[src/rtl/aes_pkg.sv]
// Shared AES decrypt-datapath constants, types and GF(2^8) helpers.
package aes_pkg;

  localparam int unsigned HDR_W  = 4;
  localparam int unsigned DATA_W = 128;
  localparam int unsigned WORD_W = HDR_W + DATA_W;

  localparam logic [HDR_W-1:0] BYPASS_HDR = 4'd10;
  localparam logic [HDR_W-1:0] NULL_HDR   = 4'd0;

  typedef logic [WORD_W-1:0] aes_word_t;
  typedef logic [DATA_W-1:0] aes_state_t;
  typedef logic [31:0]       aes_col_t;
  typedef logic [HDR_W-1:0]  aes_hdr_t;

  typedef enum logic [1:0] {IDLE, CALC, DONE} aes_fsm_e;

  // Multiply by x modulo x^8 + x^4 + x^3 + x + 1.
  function automatic logic [7:0] xtime(input logic [7:0] b);
    return {b[6:0], 1'b0} ^ (b[7] ? 8'h1b : 8'h00);
  endfunction

  function automatic logic [7:0] gmul9(input logic [7:0] b);
    logic [7:0] x8;
    x8 = xtime(xtime(xtime(b)));
    return x8 ^ b;
  endfunction

  function automatic logic [7:0] gmul11(input logic [7:0] b);
    logic [7:0] x2, x8;
    x2 = xtime(b);
    x8 = xtime(xtime(x2));
    return x8 ^ x2 ^ b;
  endfunction

  function automatic logic [7:0] gmul13(input logic [7:0] b);
    logic [7:0] x4, x8;
    x4 = xtime(xtime(b));
    x8 = xtime(x4);
    return x8 ^ x4 ^ b;
  endfunction

  function automatic logic [7:0] gmul14(input logic [7:0] b);
    logic [7:0] x2, x4, x8;
    x2 = xtime(b);
    x4 = xtime(x2);
    x8 = xtime(x4);
    return x8 ^ x4 ^ x2;
  endfunction

endpackage

[src/rtl/inv_mix_columns_seq_if.sv]
// Round-bus handshake bundle for the InvMixColumns stage.
interface inv_mix_columns_seq_if;

  logic              in_valid;
  logic              in_ready;
  aes_pkg::aes_word_t data_in;
  logic              out_valid;
  logic              out_ready;
  aes_pkg::aes_word_t data_out;
  logic              busy;

  modport master (
    output in_valid, data_in, out_ready,
    input  in_ready, out_valid, data_out, busy
  );

  modport slave (
    input  in_valid, data_in, out_ready,
    output in_ready, out_valid, data_out, busy
  );

endinterface

[src/rtl/inv_mix_column_32.sv]
// Combinational InvMixColumns on one 32-bit column; row r lives in bits [r*8 +: 8].
module inv_mix_column_32
  import aes_pkg::*;
(
  input  aes_col_t col_in,
  output aes_col_t col_out
);

  logic [7:0] s0, s1, s2, s3;

  assign s0 = col_in[7:0];
  assign s1 = col_in[15:8];
  assign s2 = col_in[23:16];
  assign s3 = col_in[31:24];

  assign col_out[7:0]   = gmul14(s0) ^ gmul11(s1) ^ gmul13(s2) ^ gmul9(s3);
  assign col_out[15:8]  = gmul9(s0)  ^ gmul14(s1) ^ gmul11(s2) ^ gmul13(s3);
  assign col_out[23:16] = gmul13(s0) ^ gmul9(s1)  ^ gmul14(s2) ^ gmul11(s3);
  assign col_out[31:24] = gmul11(s0) ^ gmul13(s1) ^ gmul9(s2)  ^ gmul14(s3);

endmodule

[src/rtl/inv_mix_columns_seq.sv]
// AES InvMixColumns round stage, column-serial by default.
// Define INV_MIX_COLUMNS_PAR_EN to use four column engines and a single-cycle CALC.
module inv_mix_columns_seq
  import aes_pkg::*;
(
  input  logic                 clk,
  input  logic                 n_rst,
  inv_mix_columns_seq_if.slave bus
);

  aes_fsm_e   state_q, state_d;
  aes_hdr_t   hdr_q, hdr_d;
  aes_state_t data_q, data_d;
  aes_state_t res_q, res_d;
  aes_state_t calc_res;
  logic       calc_last;

`ifdef INV_MIX_COLUMNS_PAR_EN
  for (genvar c = 0; c < 4; c++) begin : g_col
    inv_mix_column_32 u_col (
      .col_in  (data_q[c*32 +: 32]),
      .col_out (calc_res[c*32 +: 32])
    );
  end

  assign calc_last = 1'b1;
`else
  logic [1:0] cnt_q, cnt_d;
  aes_col_t   col_in, col_out;

  assign col_in = data_q[{cnt_q, 5'd0} +: 32];

  inv_mix_column_32 u_col (
    .col_in  (col_in),
    .col_out (col_out)
  );

  always_comb begin
    calc_res = res_q;
    calc_res[{cnt_q, 5'd0} +: 32] = col_out;
  end

  assign calc_last = (cnt_q == 2'd3);

  // Wraps 3 -> 0 on the last CALC cycle, so it is already zero for the next block.
  assign cnt_d = (state_q == CALC) ? cnt_q + 2'd1 : 2'd0;

  always_ff @(posedge clk or negedge n_rst) begin
    if (!n_rst) begin
      cnt_q <= 2'd0;
    end else begin
      cnt_q <= cnt_d;
    end
  end
`endif

  always_comb begin
    state_d = state_q;
    hdr_d   = hdr_q;
    data_d  = data_q;
    res_d   = res_q;
    unique case (state_q)
      IDLE: begin
        if (bus.in_valid) begin
          hdr_d  = bus.data_in[DATA_W +: HDR_W];
          data_d = bus.data_in[DATA_W-1:0];
          // Seeding the result with the input makes bypass a plain jump to DONE.
          res_d  = bus.data_in[DATA_W-1:0];
          if (hdr_d == NULL_HDR) begin
            state_d = IDLE;
          end else if (hdr_d == BYPASS_HDR) begin
            state_d = DONE;
          end else begin
            state_d = CALC;
          end
        end
      end
      CALC: begin
        res_d = calc_res;
        if (calc_last) begin
          state_d = DONE;
        end
      end
      DONE: begin
        if (bus.out_ready) begin
          state_d = IDLE;
        end
      end
      default: state_d = IDLE;
    endcase
  end

  always_ff @(posedge clk or negedge n_rst) begin
    if (!n_rst) begin
      state_q <= IDLE;
      hdr_q   <= '0;
      data_q  <= '0;
      res_q   <= '0;
    end else begin
      state_q <= state_d;
      hdr_q   <= hdr_d;
      data_q  <= data_d;
      res_q   <= res_d;
    end
  end

  assign bus.in_ready  = (state_q == IDLE);
  assign bus.out_valid = (state_q == DONE);
  assign bus.busy      = (state_q != IDLE);
  assign bus.data_out  = (state_q == DONE) ? {hdr_q, res_q} : '0;

endmodule

[src/flat_wrapper.sv]
// flat-port wrapper written by rule: the top's interface ports become plain ports
module inv_mix_columns_seq_flat import aes_pkg::*;
  (clk, n_rst, bus_in_valid, bus_data_in, bus_out_ready, bus_in_ready, bus_out_valid, bus_data_out, bus_busy);
  inv_mix_columns_seq_if bus_i ();
  input  logic clk;
  input  logic n_rst;
  input wire logic [$bits(bus_i.in_valid)-1:0] bus_in_valid;
  input wire logic [$bits(bus_i.data_in)-1:0] bus_data_in;
  input wire logic [$bits(bus_i.out_ready)-1:0] bus_out_ready;
  output wire logic [$bits(bus_i.in_ready)-1:0] bus_in_ready;
  output wire logic [$bits(bus_i.out_valid)-1:0] bus_out_valid;
  output wire logic [$bits(bus_i.data_out)-1:0] bus_data_out;
  output wire logic [$bits(bus_i.busy)-1:0] bus_busy;
  assign bus_i.in_valid = bus_in_valid;
  assign bus_i.data_in = bus_data_in;
  assign bus_i.out_ready = bus_out_ready;
  assign bus_in_ready = bus_i.in_ready;
  assign bus_out_valid = bus_i.out_valid;
  assign bus_data_out = bus_i.data_out;
  assign bus_busy = bus_i.busy;
  inv_mix_columns_seq u_core (.clk(clk), .n_rst(n_rst), .bus(bus_i));
endmodule
[config.mk]
export PLATFORM = sky130hd
export DESIGN_NAME = inv_mix_columns_seq_flat
export DESIGN_NICKNAME = d
export VERILOG_FILES = /design/src/rtl/aes_pkg.sv /design/src/rtl/inv_mix_columns_seq_if.sv /design/src/rtl/inv_mix_column_32.sv /design/src/rtl/inv_mix_columns_seq.sv /design/src/flat_wrapper.sv
export SDC_FILE = /design/constraint.sdc
export NUM_CORES = 1
export LEC_CHECK = 0
export ABC_CLOCK_PERIOD_IN_PS = 3000
export CAP_MARGIN = 5
export CORE_UTILIZATION = 55
export CTS_CLUSTER_DIAMETER = 80
export DETAILED_ROUTE_END_ITERATION = 10
export DONT_BUFFER_PORTS = 1
export PLACE_DENSITY = 0.81
export SYNTH_ARGS = -nofsm -noshare
export SYNTH_HDL_FRONTEND = slang
export SYNTH_SLANG_ARGS = --single-unit
[constraint.sdc]
create_clock -name clk -period 3 [get_ports clk]
set_input_delay 0.6 -clock clk [delete_from_list [all_inputs] [get_ports clk]]
set_output_delay 0.6 -clock clk [all_outputs]
set_load 0.02 [all_outputs]
==> metrics.csv, run 1 <==
stage,metric,value,unit
status,status,"finished, violations left",
status,violations,"hold timing, setup timing",
worst_setup_path,reg2reg_from,u_core.cnt_q[0],
sta,report.final.slew_viol_count,0,
global_route,grt_antenna_before_repair,3,
detailed_routing,viasPerCell,6.35,
die,design.core.area,26900,sq um
global_route,grt_start_max_net_pins,265,
worst_setup_path,cp_slowest_cell,mux4_2,
synthesis,syn_inst,1543,
layout,num-fill-cells,1570,
synthesis,ys_ff_latch,264,
die,initial_core_util,56.0,%
worst_setup_path,ff2ff_setup_slack,-0.25,ns
sta,min_period,3.25,ns
sta,hold-worst-slack,-0.278,ns
synthesis,yosysMostFrequentCell,nand2_1,
detailed_routing,vias,13200,
detailed_routing,post_drt_wl_per_cell,26.7,um
synthesis,synth.distinct_cells,48,
clock_tree,cts_buffers,28,
worst_setup_path,crit_arrival,3.69,ns
synthesis,ys_seq_area_share,43.9,%
job,maxCapViolCount,0,
sta,rsz0062_at_grt,true,
worst_setup_path,crit_type,reg2reg,
worst_setup_path,worstPathRequired,3.43,ns
clock_tree,path_clk_slew,0.06,ns
clock_tree,clock_latency,0.57,ns
worst_hold_path,hold_path_class,in2async,
place,port_buffers,0,
synthesis,synth.top_cells.by_count,"423 x nand2_1, 264 x dfrtp_1, 134 x and2_1",
detailed_routing,ant_nets,0,
sta,relSlewSlack,47.8,%
synthesis,synth_edf_count,0,
layout,regArea,6610,sq um
die,rows,60,
place,gp_congestion,1.03,
synthesis,syn_area_per_cell,9.75,sq um
sta,clock_skew,0.0307,ns
clock_tree,cts_tree,done,
synthesis,synth_area_leaders,"dfrtp_1 44%, nand2_1 11%, xnor2_1 6.6%",
clock_tree,cts_root_buffer,clkbuf_16,
synthesis,synthFlopType,dfrtp_1,
worst_setup_path,worstPathCellList,"buf_12, buf_6, mux4_2, buf_6, xnor2_2, xnor3_2, xor2_2, xnor3_2, o21ai_2, mux2_2",
worst_setup_path,crit_fanout,8,
layout,area_growth,34.7,%
global_route,grt_pass1_wl,77400,um
worst_setup_path,r2r_cells,10,
detailed_routing,finalWirelength,55600,um
synthesis,yosysTopAreaCell,dfrtp_1,
die,dieArea,28000,sq um
clock_tree,cts_sinks,264,
place,dp_hpwl,36500,um
detailed_routing,drc,0,
sta,setup_viol,80,
sta,hold_violations,264,
sta,fin_ws,-0.252,ns
synthesis,yosys_warnings,0,
synthesis,ys_async_sr_fraction,100,%
synthesis,synth_nets,1683,
layout,multi_input_area,9800,sq um
worst_setup_path,timing.rr.end,u_core.res_q[76],
global_route,grtUsageTotal,36.9,%
synthesis,netlist_area,15000,sq um
detailed_routing,drt_iter0_drc,1476,
detailed_routing,dr.pass1.iters,6,
clock_tree,clockBufferDepth,3,
sta,finalCritPeriodShare,108,%
global_route,grt_pass1_vias,12400,
global_route,gr-total-overflow,0,
worst_setup_path,cp_slowest_stage_delay,0.57,ns
worst_setup_path,worst_setup_path_end_kind,flop,
die,die_w,167,um
synthesis,synth_top_area_share,43.9,%
worst_setup_path,critPathLaunchType,flop,
sta,max_slew.worst_pin.slew,0.782,ns
layout,finalNetCount,1857,
sta,max_freq,308,MHz
die,ios,271,
clock_tree,htree_levels,1,
layout,drive_gt1_share,33.4,%
die,die_h,167,um
routing by layer:
layer / global-route usage [%] / up-vias / wire length (um)
met4: 13.0 / 0 / 2810
met2: 55.3 / 1041 / 25000
met3: 9.41 / 230 / 7120
met1: 52.3 / 6461 / 20700
met5: 0 / - / 0
li1: - / 5480 / -
registers in the layout, summed over array words and instances, names as in the netlist:
name            cells
u_core.cnt_q        2
u_core.data_q     128
u_core.hdr_q        4
u_core.res_q      128
u_core.state_q      2
per-stage QoR:
step	util, %	TNS [ns]	area, sq um	setup slack [ns]	std cells
final	75.4	-9.16	20300	-0.252	2080
after global placement	61.8	-21.84	16600	-0.532	1958
after detailed placement	61.8	-24.74	16600	-0.589	1958
after floorplan	-	0	15000	0.0304	1543
after CTS	71.3	-4.33	19200	-0.156	2058
after global routing	75.4	-14.35	20300	-0.307	2080
layout by cell type, fill, tap and decap left out, drive strengths merged, types with 2 or more instances in the layout:
cell	count
xnor3	26
a221oi	39
a21oi	12
clkinvlp	2
and3	5
o21ai	103
a221o	3
a21o	5
and2	134
xnor2	138
buf	258
a2bb2oi	8
a21boi	7
inv	3
dfrtp	264
a31oi	7
a22oi	40
nor2b	3
diode	2
ha	4
mux4	32
mux2	9
nand2b	2
clkbuf	41
o21a	8
xor2	37
nor2	95
clkinv	6
o211ai	8
nand2	423
xor3	4
timing repair:
item,CTS,global route
setup endpoints to repair,124,124
pin swaps,97,114
endpoints found under the hold margin,264,264
resized for setup,222,175
buffers inserted,61,35
cells by family after synthesis:
logic type / after synthesis / synth area share [%]
compound gates: 242 / 10.8
xor+xnor: 205 / 16.7
fa+ha+maj: 4 / 0.333
buf+inv: 117 / 3.60
flops: 264 / 43.9
mux: 41 / 5.46
simple gates: 670 / 19.3
critical path: cells and delay by family (launching register included):
family	cells	cell delay, ns
xor gates and xnor gates	4	1.33
AOI/OAI and AO/OA	1	0.10
muxes	2	0.84
DFF	1	0.40
buffers and inverters	3	0.45
how the worst max path moves through the flow:
stage,startpoint,end,slack [ns]
floorplan,u_core.cnt_q[0],u_core.res_q[20],0.03
global placement,u_core.cnt_q[0],u_core.res_q[26],-0.53
detailed placement,u_core.cnt_q[0],u_core.res_q[26],-0.59
CTS,u_core.cnt_q[0],u_core.res_q[107],-0.16
global route,u_core.cnt_q[0],u_core.res_q[100],-0.31
finish,u_core.cnt_q[0],u_core.res_q[76],-0.25
area by class of cell:
| cell class | instances | area share, % |
|---|---|---|
| Timing Repair Buffer | 258 | 12.5 |
| Sequential cell | 264 | 32.6 |
| Inverter | 3 | 0.0556 |
| Multi-Input combinational cell | 1162 | 48.3 |
| Antenna cell | 2 | 0.0247 |
| Clock buffer | 41 | 4.05 |
| Tap cell | 341 | 2.10 |
| Clock inverter | 9 | 0.370 |
Power of run 1 is not shown: default switching activity piles up to over one toggle a cycle in this logic, so the estimate is an artifact.
==> inputs of run 2 (changes only) <==
--- a/config.mk
+++ b/config.mk
@@ -11,7 +11,7 @@
 export CTS_CLUSTER_DIAMETER = 80
 export DETAILED_ROUTE_END_ITERATION = 10
 export DONT_BUFFER_PORTS = 1
-export PLACE_DENSITY = 0.81
+export PLACE_DENSITY = 0.73
 export SYNTH_ARGS = -nofsm -noshare
 export SYNTH_HDL_FRONTEND = slang
 export SYNTH_SLANG_ARGS = --single-unit
==> run 2 against run 1 <==
Net effect:
- the run still ends with hold timing, setup timing left
- worst hold slack better by 0.022 ns
- sequential share of layout area down 0.082 points
- critical endpoint is now u_core.res_q[84]
- flip-flop and latch count unchanged
- critical path type unchanged
- largest cell class unchanged
==> metrics.csv, run 2 (synthesis gave the netlist of run 1 again) <==
stage,metric,value,unit,change
sta,max_slew.worst_pin.slew,0.751,ns,-0.0314 ns
worst_setup_path,reg2reg_from,u_core.cnt_q[0],,
clock_tree,htree_levels,1,,unchanged
worst_setup_path,critPathLaunchType,flop,,
worst_setup_path,worst_setup_path_end_kind,flop,,
global_route,grt_start_max_net_pins,265,,unchanged
place,port_buffers,0,,unchanged
clock_tree,clockBufferDepth,3,,unchanged
layout,regArea,6610,sq um,unchanged
global_route,gr-total-overflow,0,,unchanged
global_route,grt_antenna_before_repair,3,,unchanged
sta,fin_ws,-0.255,ns,-0.00370 ns
worst_setup_path,timing.rr.end,u_core.res_q[84],,
sta,relSlewSlack,49.9,%,+2.1 points
clock_tree,cts_sinks,264,,unchanged
global_route,grtUsageTotal,37.6,%,+0.69 points
place,gp_congestion,1.00,,-2.2%
detailed_routing,drc,0,,unchanged
sta,hold-worst-slack,-0.256,ns,+0.0221 ns
detailed_routing,vias,12700,,-4.0%
die,rows,60,,unchanged
layout,num-fill-cells,1771,,+13%
sta,setup_viol,95,,+19%
clock_tree,cts_buffers,28,,unchanged
worst_setup_path,ff2ff_setup_slack,-0.26,ns,about the same
die,die_w,167,um,unchanged
die,ios,271,,unchanged
sta,max_freq,307,MHz,-0.11%
clock_tree,cts_root_buffer,clkbuf_16,,
worst_setup_path,worstSetupStartpoint,u_core.cnt_q[0],,
detailed_routing,ant_nets,0,,unchanged
layout,top_regs,"u_core.data_q x128, u_core.res_q x128, u_core.hdr_q x4",,
global_route,grt_pass1_vias,12100,,-2.2%
layout,layout_commonest_cell,nand2_1,,
job,maxCapViolCount,0,,unchanged
clock_tree,cts_tree,done,,
worst_hold_path,hold_path_class,in2async,,
detailed_routing,drt_iter0_drc,1331,,-9.8%
die,dieArea,28000,sq um,unchanged
clock_tree,path_clk_slew,0.07,ns,about the same
sta,clock_skew,0.0247,ns,-0.00603 ns
sta,min_period,3.26,ns,+0.00370 ns
layout,area_growth,35.1,%,
status,violations,"hold timing, setup timing",,
sta,finalCritPeriodShare,109,%,+0.12 points
worst_setup_path,crit_fanout,5,,-3
status,status,"finished, violations left",,
worst_setup_path,crit_type,reg2reg,,
layout,finalNetCount,1843,,-0.75%
sta,hold_violations,264,,unchanged
die,initial_core_util,56.0,%,unchanged
die,die_h,167,um,unchanged
detailed_routing,finalWirelength,54000,um,-3.0%
sta,report.final.slew_viol_count,0,,unchanged
detailed_routing,post_drt_wl_per_cell,26.1,um,-2.4%
worst_setup_path,worstPathRequired,3.44,ns,about the same
layout,fin_area,20300,sq um,+0.25%
sta,setup_tns,-9.45,ns,-0.284 ns
worst_setup_path,cp-endpoint,u_core.res_q[84],,
place,placed_area,16600,sq um,-0.30%
layout,multi_input_area,9850,sq um,+0.54%
worst_setup_path,crit_arrival,3.70,ns,about the same
clock_tree,clock_latency,0.56,ns,about the same
sta,rsz0062_at_grt,true,,
die,design.core.area,26900,sq um,unchanged
place,dp_hpwl,37700,um,+3.2%
global_route,grt_pass1_wl,78000,um,+0.78%
detailed_routing,viasPerCell,6.14,,-3.4%
layout,drive_gt1_share,33.8,%,+0.35 points
layout,final_cell_mix,"417 x nand2_1, 263 x dfrtp_1, 162 x buf_4, 133 x and2_1, 92 x nor2_1",,
worst_setup_path,r2r_cells,11,,+1
detailed_routing,dr.pass1.iters,5,,-1
[run 2: worst min-delay path by stage]
stage	startpoint	endpoint	slack, ns	cells after the start
6_report	n_rst	u_core.res_q[22]	-0.26	0
3_3_place_gp	n_rst	u_core.res_q[18]	0.31	0
2_1_floorplan	n_rst	u_core.cnt_q[0]	0.30	0
4_1_cts	n_rst	u_core.res_q[26]	-0.27	0
3_5_place_dp	n_rst	u_core.res_q[23]	0.31	0
5_1_grt	n_rst	u_core.data_q[40]	-0.27	0
[run 2: repair_timing]
item                                    4_1_cts  5_1_grt
gates cloned                                  1        1
pin swaps                                    39      103
endpoints found under the hold margin       264      264
resized for setup                           146      225
endpoints found under the setup margin      117      124
setup buffers                                38       38
[run 2: worst max-delay path, stage by stage (launching register included)]
cell       delay [ns]
dfrtp_2          0.38
buf_6            0.15
clkbuf_16        0.16
mux4_2           0.56
buf_4            0.19
xnor2_2          0.21
xnor2_1          0.17
buf_4            0.19
xnor3_1          0.35
xnor2_2          0.35
o21ai_0          0.15
mux2_2           0.29
[run 2: per-layer routing]
layer / part of all wire (%) / global-route usage [%] / up-vias
met1: 40 / 55.0 / 6377
met3: 12 / 9.81 / 95
li1: - / - / 5445
met5: 0.096 / 0 / -
met4: 2.5 / 9.53 / 4
met2: 45 / 55.9 / 764
[run 2: metrics by stage]
stage	hold slack [ns]	instances	utilization, %	worst slack, ns
finish	-0.256	2067	75.6	-0.255
floorplan	0.304	1543	-	0.0304
CTS	-0.267	2042	70.0	-0.153
detailed placement	0.310	1952	61.6	-0.424
global placement	0.309	1952	61.6	-0.439
global route	-0.272	2067	75.6	-0.295
[run 2: area by class of cell]
| class | count | area share (%) |
|---|---|---|
| clock inverter | 17 | 1.20 |
| sequential | 264 | 32.5 |
| multi-input combinational | 1162 | 48.5 |
| clock buffer | 35 | 3.83 |
| inverter | 3 | 0.0554 |
| timing repair buffer | 244 | 11.8 |
| antenna | 1 | 0.0123 |
| tap | 341 | 2.10 |
Power of run 2 is left out for the same reason.
